<file path="config.mk">
export PLATFORM = sky130hd
export DESIGN_NAME = uart_tx_arbiter
export DESIGN_NICKNAME = d
export VERILOG_FILES = /design/src/rtl/uart_pkg.sv /design/src/rtl/rr_arbiter.sv /design/src/rtl/uart_tx_arbiter.sv
export SDC_FILE = /design/constraint.sdc
export NUM_CORES = 1
export LEC_CHECK = 0
export BUFFER_PORTS_ARGS = -buffer_cell sky130_fd_sc_hd__clkbuf_2
export CORE_MARGIN = 5
export CORE_UTILIZATION = 35
export CTS_CLUSTER_SIZE = 30
export DETAILED_ROUTE_END_ITERATION = 12
export GPL_ROUTABILITY_DRIVEN = 0
export MAX_ROUTING_LAYER = met4
export PLACE_DENSITY = 0.56
export RECOVER_POWER = 100
export SETUP_SLACK_MARGIN = 0.2
export SKIP_LAST_GASP = 1
export SYNTH_ARGS = -nofsm -noshare
export SYNTH_HDL_FRONTEND = slang
export SYNTH_SLANG_ARGS = --single-unit
</file>
<file path="constraint.sdc">
create_clock -name clk -period 2.8 [get_ports clk]
set_clock_uncertainty 0.05 [all_clocks]
set_input_delay 0.28 -clock clk [delete_from_list [all_inputs] [get_ports clk]]
set_output_delay 0.28 -clock clk [all_outputs]
set_load 0.1 [all_outputs]
</file>
<file path="src/rtl/uart_pkg.sv">
// Shared types and constants for the shared UART transmitter.
package uart_pkg;

  typedef enum logic [1:0] {
    IDLE  = 2'd0,
    START = 2'd1,
    DATA  = 2'd2,
    STOP  = 2'd3
  } state_t;

  localparam logic [1:0] BAUD2400  = 2'd0;
  localparam logic [1:0] BAUD4800  = 2'd1;
  localparam logic [1:0] BAUD9600  = 2'd2;
  localparam logic [1:0] BAUD19200 = 2'd3;

  localparam int DATA_BITS = 8;
  localparam int STOP_BITS = 1;
  localparam int DIV_W     = 15;

  // Maps a baud-select code onto its clocks-per-bit divisor.
  function automatic logic [DIV_W-1:0] pick_div(input logic [1:0] sel,
                                                input int d0, input int d1,
                                                input int d2, input int d3);
    logic [DIV_W-1:0] div;
    div = DIV_W'(d3);
    case (sel)
      BAUD2400:  div = DIV_W'(d0);
      BAUD4800:  div = DIV_W'(d1);
      BAUD9600:  div = DIV_W'(d2);
      BAUD19200: div = DIV_W'(d3);
      default:   div = DIV_W'(d3);
    endcase
    return div;
  endfunction

endpackage

</file>
<file path="src/rtl/rr_arbiter.sv">
// Combinational round-robin pick: first set request at or above the
// pointer, wrapping modulo NREQ.
module rr_arbiter #(
  parameter int NREQ = 4,
  localparam int PW  = $clog2(NREQ)
) (
  input  logic [NREQ-1:0] req,
  input  logic [PW-1:0]   ptr,
  output logic [NREQ-1:0] gnt,
  output logic [PW-1:0]   idx,
  output logic            valid
);

  logic [PW:0] cand;

  // Walk the requesters starting at the pointer and keep the first hit.
  always_comb begin
    gnt   = '0;
    idx   = '0;
    valid = 1'b0;
    cand  = '0;
    for (int i = 0; i < NREQ; i++) begin
      cand = {1'b0, ptr} + (PW+1)'(i);
      if (cand >= (PW+1)'(NREQ)) cand = cand - (PW+1)'(NREQ);
      if (!valid && req[cand[PW-1:0]]) begin
        valid               = 1'b1;
        gnt[cand[PW-1:0]]   = 1'b1;
        idx                 = cand[PW-1:0];
      end
    end
  end

endmodule

</file>
<file path="src/rtl/uart_tx_arbiter.sv">
// One 8N1 UART transmitter shared round-robin among NREQ byte producers.
// The winner's byte and baud divisor are latched at grant; the frame then
// runs to completion regardless of later input changes.
module uart_tx_arbiter
  import uart_pkg::*;
#(
  parameter int NREQ = 4,
  parameter int DIV0 = 20833,
  parameter int DIV1 = 10417,
  parameter int DIV2 = 5208,
  parameter int DIV3 = 2604,
  localparam int PW  = $clog2(NREQ)
) (
  input  logic              clk,
  input  logic              reset,
  input  logic [1:0]        baud_sel,
  input  logic [NREQ-1:0]   req,
  input  logic [8*NREQ-1:0] data,
  output logic [NREQ-1:0]   gnt,
  output logic              busy,
  output logic              done,
  output logic              tx
);

  state_t                 state, state_next;
  logic [DIV_W-1:0]       div_cnt, div_lat;
  logic [2:0]             bit_cnt;
  logic [DATA_BITS-1:0]   shreg;
  logic [PW-1:0]          ptr;

  logic [NREQ-1:0]        pick_gnt;
  logic [PW-1:0]          pick_idx;
  logic                   pick_valid;
  logic [7:0]             pick_byte;

  logic                   bit_end, last_bit;
  logic                   tx_next, busy_next, done_next;
  logic [NREQ-1:0]        gnt_next;

  rr_arbiter #(.NREQ(NREQ)) u_arb (
    .req   (req),
    .ptr   (ptr),
    .gnt   (pick_gnt),
    .idx   (pick_idx),
    .valid (pick_valid)
  );

  assign bit_end  = (div_cnt == div_lat - DIV_W'(1));
  assign last_bit = (bit_cnt == 3'(DATA_BITS - 1));

  // Select the byte belonging to the requester the arbiter picked.
  always_comb begin
    pick_byte = '0;
    for (int i = 0; i < NREQ; i++) begin
      if (pick_gnt[i]) pick_byte = pick_byte | data[i*8 +: 8];
    end
  end

  // State register; reset forces IDLE, abandoning any frame in flight.
  always_ff @(posedge clk) begin
    if (!reset) state <= IDLE;
    else        state <= state_next;
  end

  // Next-state decode: each non-idle state lasts until the divider wraps.
  always_comb begin
    state_next = state;
    case (state)
      IDLE:  if (pick_valid) state_next = START;
      START: if (bit_end) state_next = DATA;
      DATA:  if (bit_end && last_bit) state_next = STOP;
      STOP:  if (bit_end) state_next = IDLE;
      default: state_next = IDLE;
    endcase
  end

  // Next values of the registered outputs, so tx/gnt/done never glitch.
  always_comb begin
    tx_next   = tx;
    gnt_next  = '0;
    busy_next = busy;
    done_next = 1'b0;
    case (state)
      IDLE: begin
        tx_next = 1'b1;
        if (pick_valid) begin
          gnt_next  = pick_gnt;
          busy_next = 1'b1;
          tx_next   = 1'b0;
        end
      end
      START: if (bit_end) tx_next = shreg[0];
      DATA:  if (bit_end) tx_next = last_bit ? 1'b1 : shreg[1];
      STOP: begin
        tx_next = 1'b1;
        if (bit_end) begin
          done_next = 1'b1;
          busy_next = 1'b0;
        end
      end
      default: tx_next = 1'b1;
    endcase
  end

  // Datapath: output registers, divider, bit counter, shifter and pointer.
  always_ff @(posedge clk) begin
    if (!reset) begin
      tx      <= 1'b1;
      gnt     <= '0;
      busy    <= 1'b0;
      done    <= 1'b0;
      div_cnt <= '0;
      div_lat <= '0;
      bit_cnt <= '0;
      shreg   <= '0;
      ptr     <= '0;
    end else begin
      tx   <= tx_next;
      gnt  <= gnt_next;
      busy <= busy_next;
      done <= done_next;
      if (state == IDLE) begin
        div_cnt <= '0;
        bit_cnt <= '0;
        if (pick_valid) begin
          shreg   <= pick_byte;
          div_lat <= pick_div(baud_sel, DIV0, DIV1, DIV2, DIV3);
          ptr     <= (pick_idx == PW'(NREQ - 1)) ? '0 : pick_idx + PW'(1);
        end
      end else if (bit_end) begin
        div_cnt <= '0;
        if (state == DATA) begin
          shreg   <= shreg >> 1;
          bit_cnt <= bit_cnt + 3'd1;
        end
      end else begin
        div_cnt <= div_cnt + DIV_W'(1);
      end
    end
  end

endmodule

</file>
==> summary.md <==
| Metric | Value |
|---|---|
| Netlist Area Pre-Place | 3240 um2 |
| FF-to-FF path depth | 8 |
| Slowest CP cell | or4_4 |
| R2r setup slk | 0.23 ns |
| Post-Syn Instances | 407 |
| Skew-Pair Late Insertion Delay | 0.30 ns |
| Crit path DAT | 2.72 ns |
| Gr usage total | 14.8% |
| Top cell type's share of synthesized area | 29.0% |
| Top post-synthesis cells by area | dfxtp_1 29%, ha_1 6.9%, o21ai_0 5.7% |
| Layout Nets | 506 |
| Post-synth EDFFs | 0 |
| Final setup vio count | 0 |
| Worst-margin pin slew | 1.24 ns |
| # H-tree levels | 2 |
| ANT cells | 0 |
| Status | complete, no violations |
| Initial antenna violation count | 0 |
| DRC viols | 0 |
| Via density per instance | 5.37 |
| Non-filler cells, final | 560 |
| CP Data Required Time | 2.95 ns |
| Total Neg Setup Slack | 0 ns |
| Number of global-route vias before repair | 2813 |
| Critical path startpoint | div_lat[0]$_SDFFE_PN0P_ |
| Die area | 11300 um2 |
| IO Pins | 47 |
| ANT nets after route | 0 |
| CP max FO | 7 |
| CTS Hold Bufs | 0 |
| Syn Area/Cell | 7.97 um2 |
| Max Slew Vio Count | 0 |
| Post-synth cell types | 59 |
| Delay-heaviest family, CP | simple AND/OR/NAND/NOR gates |
| Sum of buffers and inverters on the critical path | 2 |
| CP Launch Type | register |
| Cell with the most instances after synthesis | dfxtp_1 |
| Fin. Hold Viols | 0 |
| Cell Chain, Critical Path | or3_4, or4_4, a2111oi_4, buf_4, nand4b_1, buf_4, mux2i_1, o21a_1 |
| Detailed Routing Iterations Pass 1 | 4 |
| Area leader, netlist | dfxtp_1 |
| Row count | 35 |
| Root Driver | clkbuf_8 |
| VDD IR-drop max | 467 uV |
| Hold-critical path endpoint | shreg[1]$_SDFFE_PN0P_ |
| PwrDens | 881 nW/um2 |
| Core ar. | 9150 um2 |
| Inserted Clock Buffers | 5 |
| Slew margin rel. | 17.7% |
| Largest net degree at the start of global routing | 29 |
| Most frequent CP cell | buf_4 |
| Max_cap viols | 0 |
| Fin crit period | 2.57 ns |
| Worst Setup Path Type | reg -> reg |
| Crit end category | register |
| Clk sink count | 47 |
| CTS tree | done |
| Crit path largest cell delay | 0.53 ns |
| Leak | 1.54 nW |
| Max Clock Freq | 0.388 GHz |
| Per-cell routed wire length | 14.5 um |
| Syn. warnings | 0 |
| R2r startpoint | div_lat[0]$_SDFFE_PN0P_ |
| Routed WL | 8.13 mm |
| Ys flop type | dfxtp_1 |
| Commonest cells in the netlist | 47 x dfxtp_1, 40 x nor2_1, 37 x o21ai_0 |
| Max Root-Sink Buffers | 2 |
| Reg2reg end | shreg[1]$_SDFFE_PN0P_ |
| Ys async rst share | 0% |
| Die X | 106 um |
| First-pass GRT wire length | 13.6 mm |
| Post-synthesis net count | 465 |
| Vias | 3007 |
| Flops & latches, synth | 47 |
| Crit share post-route | 92.0% |
| Starting Density | 35.4% |
| DR iter-0 viols | 107 |
| Seq/Total Area, Yosys | 29.0% |
| DP HPWL | 6.32 mm |
| Hold Startpoint | data[1] |
| HP Class | in -> reg |
| Die H | 106 um |
| PnR Total Power | 3.37 mW |
| WHS Path Cells | 4 |
| Post-Place Cells | 550 |
| Clock transition at the registers of the reported paths | 0.09 ns |
| # fillers | 953 |
| I/O Buffers | 46 |
| GRT overflow | 0 |
| Worst Hold Slack | 0.291 ns |
| Area delta synth->final | 18.0% |
| RSZ-0062 raised after global routing | yes |
| Layout cell share with drive strength beyond 1 | 19.6% |
==> state kept, by name, indices dropped and copies added (netlist names), named ones only <==
signal / flops
div_lat: 10
state: 2
gnt: 4
done: 1
tx: 1
bit_cnt: 3
div_cnt: 15
shreg: 8
ptr: 1
busy: 1
==> cell families after synthesis <==
kind of cell | synth area share [%]
and+or+nand+nor | 24.1
AOI/OAI and AO/OA | 20.6
DFF | 29.0
buffers and inverters | 5.67
xor gates and xnor gates | 7.25
adders and majority gates | 7.25
muxes | 6.13
==> layer usage <==
layer  up-vias  GRT usage (%)  wire (um)
met5         -              -          0
met4         0           3.42         36
met3         2           1.82        203
met2        50           24.1       4030
met1      1434           19.8       3870
li1       1521              -          -
==> cell usage in the layout, fill, tap and decap left out, types with 3 or more instances in the layout <==
cell and n:
and2_1 6, clkbuf_1 8, o21a_1 10, nor3_4 4
o21ai_0 38, a21oi_1 12, nor2_1 40, nand2b_1 6
nor3_1 12, nand2_1 36, buf_4 9, and3_1 5
a21boi_0 5, nor2b_1 8, a31oi_1 3, xnor2_1 13
clkbuf_8 5, ha_1 18, a221oi_2 4, dfxtp_1 44
inv_1 24, a211oi_4 4, nand4_1 14, nand3_1 5
o311a_1 3, dfxtp_2 3, xor2_1 12, clkbuf_2 39
mux2i_1 12, mux4_2 3
==> what timing repair did <==
action / 4_1_cts / 5_1_grt
endpoints found under the hold margin: 0 / 0
pin swaps: 1 / 0
resized for setup: 2 / 10
endpoints found under the setup margin: 8 / 29
buffers inserted: 1 / 1
==> tightest hold or removal path, cell delays in order <==
cell and delay [ns]:
clkbuf_2 0.07, o21ai_0 0.06, nand4_1 0.08, o21a_1 0.11
==> power by group <==
part,internal (mW),total [mW],switching (mW)
logic,0.719,2.00,1.29
clock network,0.176,0.414,0.238
registers,0.817,0.953,0.136
total,1.71,3.37,1.66
==> area by class of cell <==
class	instances	area [um2]	area share, %
inverters	24	90.1	2.35
clock inverters	3	18.8	0.490
repair buffers	56	293	7.65
flip-flops and latches	47	945	24.7
multi-input cells	314	2270	59.4
clock buffers	5	68.8	1.80
well taps	111	139	3.63
==> worst max-delay path by stage <==
| stage | cells after the start | end | slack [ns] |
|---|---|---|---|
| final | 8 | shreg[1]$_SDFFE_PN0P_ | 0.23 |
| after global routing | 9 | shreg[7]$_SDFFE_PN0P_ | 0.06 |
| after CTS | 8 | shreg[3]$_SDFFE_PN0P_ | 0.20 |
| after detailed placement | 7 | shreg[3]$_SDFFE_PN0P_ | 0.18 |
| after global placement | 7 | shreg[0]$_SDFFE_PN0P_ | 0.24 |
| after floorplan | 11 | shreg[0]$_SDFFE_PN0P_ | 0.21 |
==> through the flow <==
stage | setup WS, ns | utilization, % | area (um2)
floorplan | 0.210 | - | 3350
global placement | 0.245 | 40.3 | 3690
detailed placement | 0.179 | 40.3 | 3690
CTS | 0.205 | 41.3 | 3780
global route | 0.0608 | 41.8 | 3830
finish | 0.225 | 41.8 | 3830
(Power assumes the default switching activity.)
